`src/rtl/ex_muldiv_if.sv`:
```
// Handshake/result bundle between the EX-stage control and the multi-cycle HI/LO unit.
interface ex_muldiv_if #(
    parameter int unsigned WIDTH = 32
);
    logic             start_i;
    logic [3:0]       op_i;
    logic [WIDTH-1:0] opa_i;
    logic [WIDTH-1:0] opb_i;
    logic [WIDTH-1:0] hi_i;
    logic [WIDTH-1:0] lo_i;
    logic             annul_i;
    logic             stallreq_o;
    logic             done_o;
    logic             whilo_o;
    logic [WIDTH-1:0] hi_o;
    logic [WIDTH-1:0] lo_o;

    modport master (
        output start_i, op_i, opa_i, opb_i, hi_i, lo_i, annul_i,
        input  stallreq_o, done_o, whilo_o, hi_o, lo_o
    );

    modport slave (
        input  start_i, op_i, opa_i, opb_i, hi_i, lo_i, annul_i,
        output stallreq_o, done_o, whilo_o, hi_o, lo_o
    );
endinterface

```
`src/rtl/ex_muldiv.sv`:
```
// Multi-cycle MULT/MADD/MSUB/DIV unit for the EX stage; stalls the pipe, then writes HI/LO once.
// Divider support is built only when MULDIV_DIV_EN is defined; otherwise ops 7-8 act as NOP.
module ex_muldiv #(
    parameter int unsigned WIDTH = 32,
    parameter int unsigned CNTW  = 6
) (
    input logic         clk,
    input logic         rst,
    ex_muldiv_if.slave  bus_io
);
    localparam int unsigned W2 = 2 * WIDTH;

    localparam logic [3:0] OpMult  = 4'd1;
    localparam logic [3:0] OpMultu = 4'd2;
    localparam logic [3:0] OpMadd  = 4'd3;
    localparam logic [3:0] OpMaddu = 4'd4;
    localparam logic [3:0] OpMsub  = 4'd5;
    localparam logic [3:0] OpMsubu = 4'd6;
    localparam logic [3:0] OpDiv   = 4'd7;
    localparam logic [3:0] OpDivu  = 4'd8;

    typedef enum logic [1:0] {
        StIdle = 2'd0,
        StMul  = 2'd1,
        StDone = 2'd2
`ifdef MULDIV_DIV_EN
        , StDiv = 2'd3
`endif
    } state_e;

    state_e           state_q, state_d;
    logic [3:0]       op_q, op_d;
    logic [WIDTH-1:0] opa_q, opa_d;
    logic [WIDTH-1:0] opb_q, opb_d;
    logic [W2-1:0]    acc_q, acc_d;
    logic [W2-1:0]    res_q, res_d;

    logic          is_mul_op, is_div_op, accept, stall;
    logic          mul_signed;
    logic [W2-1:0] ext_a, ext_b, prod;

    always_comb begin
        is_mul_op = (bus_io.op_i >= OpMult) && (bus_io.op_i <= OpMsubu);
`ifdef MULDIV_DIV_EN
        is_div_op = (bus_io.op_i == OpDiv) || (bus_io.op_i == OpDivu);
`else
        is_div_op = 1'b0;
`endif
        accept = bus_io.start_i && !bus_io.annul_i && (is_mul_op || is_div_op);
    end

    // Sign-extend to 2*WIDTH so a truncated product is correct for both signednesses.
    always_comb begin
        mul_signed = (op_q == OpMult) || (op_q == OpMadd) || (op_q == OpMsub);
        ext_a = mul_signed ? {{WIDTH{opa_q[WIDTH-1]}}, opa_q} : {{WIDTH{1'b0}}, opa_q};
        ext_b = mul_signed ? {{WIDTH{opb_q[WIDTH-1]}}, opb_q} : {{WIDTH{1'b0}}, opb_q};
        prod  = ext_a * ext_b;
    end

`ifdef MULDIV_DIV_EN
    logic [WIDTH-1:0] rem_q, rem_d;
    logic [WIDTH-1:0] quo_q, quo_d;
    logic [CNTW-1:0]  cnt_q, cnt_d;

    logic             div_signed, a_neg, b_neg, ai_neg;
    logic [WIDTH-1:0] dvs_mag, dvd_mag_in;
    logic [WIDTH:0]   shifted, diff;
    logic [WIDTH-1:0] rem_n, quo_n, rem_fix, quo_fix;

    always_comb begin
        div_signed = (op_q == OpDiv);
        a_neg      = div_signed && opa_q[WIDTH-1];
        b_neg      = div_signed && opb_q[WIDTH-1];
        dvs_mag    = b_neg ? (~opb_q + 1'b1) : opb_q;
        ai_neg     = (bus_io.op_i == OpDiv) && bus_io.opa_i[WIDTH-1];
        dvd_mag_in = ai_neg ? (~bus_io.opa_i + 1'b1) : bus_io.opa_i;

        // One restoring step: shift in the next dividend bit, keep the difference if non-negative.
        shifted = {rem_q, quo_q[WIDTH-1]};
        diff    = shifted - {1'b0, dvs_mag};
        if (!diff[WIDTH]) begin
            rem_n = diff[WIDTH-1:0];
            quo_n = {quo_q[WIDTH-2:0], 1'b1};
        end else begin
            rem_n = shifted[WIDTH-1:0];
            quo_n = {quo_q[WIDTH-2:0], 1'b0};
        end
        quo_fix = (a_neg ^ b_neg) ? (~quo_n + 1'b1) : quo_n;
        rem_fix = a_neg ? (~rem_n + 1'b1) : rem_n;
    end
`endif

    always_comb begin
        state_d = state_q;
        op_d    = op_q;
        opa_d   = opa_q;
        opb_d   = opb_q;
        acc_d   = acc_q;
        res_d   = res_q;
        stall   = 1'b0;
`ifdef MULDIV_DIV_EN
        rem_d   = rem_q;
        quo_d   = quo_q;
        cnt_d   = cnt_q;
`endif
        unique case (state_q)
            StIdle: begin
                if (accept) begin
                    stall = 1'b1;
                    op_d  = bus_io.op_i;
                    opa_d = bus_io.opa_i;
                    opb_d = bus_io.opb_i;
                    acc_d = {bus_io.hi_i, bus_io.lo_i};
                    if (is_mul_op) begin
                        state_d = StMul;
                    end
`ifdef MULDIV_DIV_EN
                    else if (bus_io.opb_i == '0) begin
                        res_d   = {bus_io.opa_i, {WIDTH{1'b1}}};
                        state_d = StDone;
                    end else begin
                        rem_d   = '0;
                        quo_d   = dvd_mag_in;
                        cnt_d   = '0;
                        state_d = StDiv;
                    end
`endif
                end
            end
            StMul: begin
                if (bus_io.annul_i) begin
                    state_d = StIdle;
                end else begin
                    stall = 1'b1;
                    if ((op_q == OpMadd) || (op_q == OpMaddu)) begin
                        res_d = acc_q + prod;
                    end else if ((op_q == OpMsub) || (op_q == OpMsubu)) begin
                        res_d = acc_q - prod;
                    end else begin
                        res_d = prod;
                    end
                    state_d = StDone;
                end
            end
`ifdef MULDIV_DIV_EN
            StDiv: begin
                if (bus_io.annul_i) begin
                    state_d = StIdle;
                end else begin
                    stall = 1'b1;
                    rem_d = rem_n;
                    quo_d = quo_n;
                    cnt_d = cnt_q + 1'b1;
                    if (cnt_q == CNTW'(WIDTH - 1)) begin
                        res_d   = {rem_fix, quo_fix};
                        state_d = StDone;
                    end
                end
            end
`endif
            StDone: begin
                // start_i here still belongs to the completing instruction.
                state_d = StIdle;
            end
            default: begin
                state_d = StIdle;
            end
        endcase
    end

    always_ff @(posedge clk or posedge rst) begin
        if (rst) begin
            state_q <= StIdle;
            op_q    <= '0;
            opa_q   <= '0;
            opb_q   <= '0;
            acc_q   <= '0;
            res_q   <= '0;
        end else begin
            state_q <= state_d;
            op_q    <= op_d;
            opa_q   <= opa_d;
            opb_q   <= opb_d;
            acc_q   <= acc_d;
            res_q   <= res_d;
        end
    end

`ifdef MULDIV_DIV_EN
    always_ff @(posedge clk or posedge rst) begin
        if (rst) begin
            rem_q <= '0;
            quo_q <= '0;
            cnt_q <= '0;
        end else begin
            rem_q <= rem_d;
            quo_q <= quo_d;
            cnt_q <= cnt_d;
        end
    end
`endif

    logic in_done;
    assign in_done = (state_q == StDone);

    // Reset gating keeps the combinational stall low while rst is held.
    assign bus_io.stallreq_o = stall && !rst;
    assign bus_io.whilo_o    = in_done && !bus_io.annul_i;
    assign bus_io.done_o     = in_done && !bus_io.annul_i;
    assign bus_io.hi_o       = in_done ? res_q[W2-1:WIDTH] : '0;
    assign bus_io.lo_o       = in_done ? res_q[WIDTH-1:0] : '0;
endmodule

```
`src/flat_wrapper.sv`:
```
// flat-port wrapper written by rule: the top's interface ports become plain ports
module ex_muldiv_flat 
#(
    parameter int unsigned WIDTH = 32,
    parameter int unsigned CNTW  = 6
)
  (clk, rst, bus_io_start_i, bus_io_op_i, bus_io_opa_i, bus_io_opb_i, bus_io_hi_i, bus_io_lo_i, bus_io_annul_i, bus_io_stallreq_o, bus_io_done_o, bus_io_whilo_o, bus_io_hi_o, bus_io_lo_o);
  ex_muldiv_if #(.WIDTH(WIDTH)) bus_io_i ();
  input logic clk;
  input logic rst;
  input wire logic [$bits(bus_io_i.start_i)-1:0] bus_io_start_i;
  input wire logic [$bits(bus_io_i.op_i)-1:0] bus_io_op_i;
  input wire logic [$bits(bus_io_i.opa_i)-1:0] bus_io_opa_i;
  input wire logic [$bits(bus_io_i.opb_i)-1:0] bus_io_opb_i;
  input wire logic [$bits(bus_io_i.hi_i)-1:0] bus_io_hi_i;
  input wire logic [$bits(bus_io_i.lo_i)-1:0] bus_io_lo_i;
  input wire logic [$bits(bus_io_i.annul_i)-1:0] bus_io_annul_i;
  output wire logic [$bits(bus_io_i.stallreq_o)-1:0] bus_io_stallreq_o;
  output wire logic [$bits(bus_io_i.done_o)-1:0] bus_io_done_o;
  output wire logic [$bits(bus_io_i.whilo_o)-1:0] bus_io_whilo_o;
  output wire logic [$bits(bus_io_i.hi_o)-1:0] bus_io_hi_o;
  output wire logic [$bits(bus_io_i.lo_o)-1:0] bus_io_lo_o;
  assign bus_io_i.start_i = bus_io_start_i;
  assign bus_io_i.op_i = bus_io_op_i;
  assign bus_io_i.opa_i = bus_io_opa_i;
  assign bus_io_i.opb_i = bus_io_opb_i;
  assign bus_io_i.hi_i = bus_io_hi_i;
  assign bus_io_i.lo_i = bus_io_lo_i;
  assign bus_io_i.annul_i = bus_io_annul_i;
  assign bus_io_stallreq_o = bus_io_i.stallreq_o;
  assign bus_io_done_o = bus_io_i.done_o;
  assign bus_io_whilo_o = bus_io_i.whilo_o;
  assign bus_io_hi_o = bus_io_i.hi_o;
  assign bus_io_lo_o = bus_io_i.lo_o;
  ex_muldiv #(.WIDTH(WIDTH), .CNTW(CNTW)) u_core (.clk(clk), .rst(rst), .bus_io(bus_io_i));
endmodule
```
`config.mk`:
```
export PLATFORM = sky130hd
export DESIGN_NAME = ex_muldiv_flat
export DESIGN_NICKNAME = d
export VERILOG_FILES = /design/src/rtl/ex_muldiv_if.sv /design/src/rtl/ex_muldiv.sv /design/src/flat_wrapper.sv
export SDC_FILE = /design/constraint.sdc
export NUM_CORES = 2
export LEC_CHECK = 0
export ABC_AREA = 1
export ABC_CLOCK_PERIOD_IN_PS = 12200
export BUFFER_PORTS_ARGS = -buffer_cell sky130_fd_sc_hd__buf_4
export CAP_MARGIN = 20
export CORE_MARGIN = 2
export CORE_UTILIZATION = 40
export CTS_CLUSTER_DIAMETER = 80
export DETAILED_ROUTE_END_ITERATION = 6
export GPL_TIMING_DRIVEN = 1
export RECOVER_POWER = 50
export SLEW_MARGIN = 30
export SYNTH_ARGS = -nofsm -noshare
export SYNTH_HDL_FRONTEND = slang
export SYNTH_SLANG_ARGS = --single-unit
```
`constraint.sdc`:
```
create_clock -name clk -period 12.2 [get_ports clk]
set_clock_uncertainty 0.2 [all_clocks]
set_input_delay 3.66 -clock clk [delete_from_list [all_inputs] [get_ports clk]]
set_output_delay 3.66 -clock clk [all_outputs]
set_load 0.1 [all_outputs]
```
# --- Yosys cells after proc, flatten, opt, wreduce, memory -nomap -nowiden ---
# Cells that the tools add are included.
word_totals:
  input_bits: 136
  ff_bits: 198
classes:
  mul: 1
  addsub: 2
  n_lt_le_gt_ge: 2
  reduce_logical: 15
  bitwise_logic: 1
  n_mux: 13
  n_eq_ne: 9
ops:
  columns: ["operator", "count"]
  rows:
  - ["$mux W64", 4]
  - ["$add A64 B64 Y64", 1]
  - ["$mul A64 B64 Y64", 1]
  - ["$mux W32", 2]
  - ["$sub A64 B64 Y64", 1]
  - ["$eq A4 B3 Y1 const B", 3]
  - ["$mux W2", 3]
  - ["$reduce_and A2 Y1", 3]
  - ["$logic_and A1 B1 Y1", 5]
  - ["$eq A4 B1 Y1 const B", 1]
  - ["$eq A4 B2 Y1 const B", 1]
  - ["$ge A4 B1 Y1 const B", 1]
  - ["$le A4 B3 Y1 const B", 1]
  - ["$logic_or A1 B1 Y1", 4]
  - ["$ne A2 B1 Y1 const B", 2]
  - ["$pmux W2 S2", 1]
  - ["$eq A2 B1 Y1 const B", 1]
  - ["$eq A2 B2 Y1 const B", 1]
  - ["$logic_not A1 Y1", 2]
  - ["$logic_not A2 Y1", 1]
  - ["$mux W1", 2]
  - ["$pmux W1 S2", 1]
  - ["$not A1 Y1", 1]

# --- Depth between registers and ports, before layout ---
logic_depth:
  ltp_word: 8
  ltp_mapped: 58

# --- Least setup slack after synthesis ---
# Ideal clock, no wire load.
synth_path:
  path_kind: "reg2reg"
  startpoint: "register u_core.op_q[3]"
  endpoint: "register u_core.res_q[60]"
  synth_period_minus_slack_ns: 10.571
  slack_ns: 1.629
  arrival_ns: 10.254
  stages_incl_launch_ff: 46
  setup_ns: 0.116
  cell_sequence: "dfrtp_1 -> nor2_8 -> nand2_1 -> buf_2 -> buf_1 -> clkbuf_1 -> nor2_1 -> inv_1 -> fa_1 -> inv_1 -> fa_1 -> fa_1 -> fa_1 -> inv_1 -> fa_1 -> inv_1 -> fa_1 -> fa_1 -> (+10 left out) -> a21oi_1 -> a21o_1 -> nand2_1 -> ha_1 -> clkbuf_1 -> inv_1 -> a21oi_1 -> inv_1 -> a21oi_1 -> nor2_1 -> nor4_1 -> nand2_1 -> nand2_1 -> nand3_1 -> nand3_1 -> nand2_1 -> nand2_1 -> nand2_1"
synth_between:
  elab_chain_cells: 8
synth_rtl:
  columns: ["element", "line_no", "text"]
  rows:
  - ["start, declared", "ex_muldiv.sv:32", "logic [3:0] op_q, op_d;"]
  - ["start signal, assigned", "ex_muldiv.sv:181", "op_q <= op_d;"]
  - ["$eq A4 B1 Y1 / $eq A4 B2 Y1 (equally long branches)", "ex_muldiv.sv:54, ex_muldiv.sv:135", null]
  - ["$logic_or A1 B1 Y1 (2 in a row)", "ex_muldiv.sv:54", "mul_signed = (op_q == OpMult) || (op_q == OpMadd) || (op_q == OpMsub);"]
  - ["$mux W64 (on tied branches)", "ex_muldiv.sv:55, ex_muldiv.sv:56", null]
  - ["$mul A64 B64 Y64", "ex_muldiv.sv:57", "prod = ext_a * ext_b;"]
  - ["$sub A64 B64 Y64", "ex_muldiv.sv:138", "res_d = acc_q - prod;"]
  - ["$mux W64", "ex_muldiv.sv:137", "end else if ((op_q == OpMsub) || (op_q == OpMsubu)) begin"]
  - ["$mux W64 *", "ex_muldiv.sv:135", "if ((op_q == OpMadd) || (op_q == OpMaddu)) begin"]
  - ["end signal, assigned", "ex_muldiv.sv:185", "res_q <= res_d;"]
  - ["end, declared", "ex_muldiv.sv:36", "logic [W2-1:0] res_q, res_d;"]
# Mark *: on every way between the ends. The rest lies on a longest branch, timed or not.
# A chain may end at the register's enable or synchronous reset.

# --- Final worst setup path ---
layout_path:
  startpoint: "register u_core.op_q[0]"
  endpoint: "register u_core.res_q[63]"
# Same word-level chain as after synthesis.

==> impl_metrics.toml <==
[setup_path]
cp_common_cell = "fa_1"
r2r-start = "u_core.op_q[0]"
crit_fanout = 27
critPathBufInv = 13
rrSetupSlack_ns = 0.59
slowest_stage = "fa_1"
slowest_delay_ns = 0.64
cp.required_ns = 12.52
crit_family = "adder cells"
worstSetupStartpointType = "flop"
criticalPathCategory = "flop to flop"
cp-end-kind = "flop"
crit_arrival_ns = 11.94
r2r_cells = 43
r2r_end = "u_core.res_q[63]"

[sta]
setup_viol = 0
finalHoldViolCount = 0
fin_tns_setup_ns = 0
rsz0062_at_grt = "false"
layout_min_cycle_time_ns = 11.61
worstMarginPinSlew_ns = 4.64
min_period_over_period_pct = 95.2
clock.fmax_mhz = 86.1
relSlewSlack_pct = -211
whs_ns = 0.286
slew_violations = 451

[routing]
firstDrtPassIters = 7
drtAntennaViolNets = 0
wirelength_um = 231000
viasPerCell = 5.03
drcViolationCount = 1
drt-initial-drc-count = 4508
num_vias = 55800
wire_per_inst_um = 20.9

[die]
ios = 203
dieArea_um2 = 171000
die_h_um = 414
die_x_um = 414
start_util_pct = 40.2
fp-row-count = 150
core_area_um2 = 167000

[min_path]
whs_endpoint = "u_core.res_q[58]"
hp-class = "flop to flop"
worstHoldStart = "u_core.res_q[58]"
holdPathStages = 2

[finish]
num_antenna_cells = 0
syn2layout_area_growth_pct = 7.95
final_nets = 10900
final_cell_mix = "inv_1, nand2_1, fa_1"
final.fill_count = 17000
final_common_cell = "inv_1"
drive_above_1_share_pct = 7.58

[clock_network]
clock_sinks = 198
root_buffer = "clkbuf_16"
clk_latency_ns = 0.59
numCtsBuffers = 17
cts.clk_slew.worst_paths_ns = 0.10
htree_levels = 4
cts_tree = "built"
clk_path_buf_depth = 2

[global_route]
grt_pass1_vias = 58800
grt_pass1_wl_um = 356000
grt_start_max_net_pins = 89
overflow = 0
track_usage_pct = 27.8
antenna_found_initial = 2

[logic_synthesis]
yosysSeqAreaShare_pct = 7.38
ys_types = 65
netlist_area_um2 = 67200
synth_ff_type = "dfrtp_1"
synth-seq-cells = 198
synthesis.nets = 10800
syn_avg_cell_area_um2 = 7.63
synth_edf_count = 0
ys.warnings.count = 0
async_flop_share_pct = 100
synth_cells = 8803

[outcome]
status = "finished with violations"
failed_checks = "design-rule violations, max-capacitance violations, max-slew violations"

[placed_design]
port-buffer-count = 202
dpl.hpwl_um = 200000
gp_congestion = 0.996

[flow_run]
maxCapViolations = 7
==> registers in the layout, indices dropped and copies added, names as in the netlist <==
signal          cells
u_core.opa_q       32
u_core.acc_q       64
u_core.res_q       64
u_core.opb_q       32
u_core.op_q         4
u_core.state_q      2
==> synth_stat cells (all sizes together), types with 3 or more instances <==
library cell / instances / area (um^2)
dfrtp: 198 / 4950
nand4: 24 / 150
nor4: 14 / 119
and3: 9 / 56.3
nand3: 198 / 1080
nand2: 2209 / 8410
clkbuf: 311 / 1170
a22oi: 4 / 30.0
o21ai: 273 / 1420
a31oi: 51 / 325
o21a: 8 / 60.1
o21bai: 20 / 173
o221ai: 3 / 26.3
nand3b: 8 / 63.8
fa: 1424 / 28500
or2: 26 / 163
a21oi: 340 / 1780
o211ai: 24 / 190
buf: 64 / 370
nor2: 477 / 1900
xnor2: 9 / 78.8
a21boi: 12 / 101
a21o: 11 / 82.6
inv: 2520 / 9460
xor2: 82 / 771
ha: 436 / 5460
o22ai: 3 / 18.8
nor3: 33 / 185
==> how the worst max path moves through the flow <==
stage                        start                to  slack, ns  depth (start not counted)
floorplan           u_core.op_q[3]  u_core.res_q[60]       1.63                         45
CTS                 u_core.op_q[0]  u_core.res_q[60]       0.15                         44
finish              u_core.op_q[0]  u_core.res_q[63]       0.59                         43
global route        u_core.op_q[0]  u_core.res_q[62]       0.01                         49
global placement    u_core.op_q[0]  u_core.res_q[60]       0.26                         44
detailed placement  u_core.op_q[0]  u_core.res_q[60]       0.19                         44
==> logic make-up (layout without fill, tap and decap cells) <==
kind of cell             Yosys count  count (layout)  share of synthesized area, %
AO/OA/AOI/OAI                    757             757                          6.35
XOR/XNOR                          91              91                          1.26
adder cells (fa/ha/maj)         1860            1860                          50.6
buffers and inverters           2897            2980                          16.4
flip-flops                       198             198                          7.38
AND/OR/NAND/NOR                 3000            3000                          18.1
==> layer usage <==
metal	wire, um	track usage [%]	vias up
li1	-	-	25300
met1	103000	38.8	28000
met2	102000	44.0	2097
met3	16400	4.20	323
met4	9400	9.70	0
met5	0	0	-
==> tightest hold or removal path, delay by kind of cell (launching register included) <==
| family | cells | cell delay (ns) |
|---|---|---|
| flops | 1 | 0.35 |
| simple gates | 2 | 0.10 |
==> final cells by class <==
type,count,area (um^2),area share (%)
Clock buffer,17,425,0.587
Clock inverter,15,219,0.302
Inverter,2522,9480,13.1
Multi-Input combinational cell,5708,51300,70.8
Sequential cell,198,4970,6.85
Tap cell,2204,2760,3.80
Timing Repair Buffer,426,3350,4.62
==> stage by stage <==
step	cell area, um^2	worst slack (ns)	utilization, %	instances
2_1_floorplan	67200	1.63	-	8803
3_3_place_gp	71800	0.261	43.0	11100
3_5_place_dp	71800	0.185	43.0	11100
4_1_cts	72400	0.151	43.4	11100
5_1_grt	72500	0.0124	43.4	11100
6_report	72500	0.586	43.4	11100
==> repair_timing <==
item,CTS,global route
resized for setup,0,26
endpoints found under the setup margin,0,12
endpoints found under the hold margin,0,0
buffers inserted,0,6
hold buffers,0,0
Power is left out: the tool's default activity adds up to more than one toggle a clock period on the data nets, which glitch-free logic cannot reach.
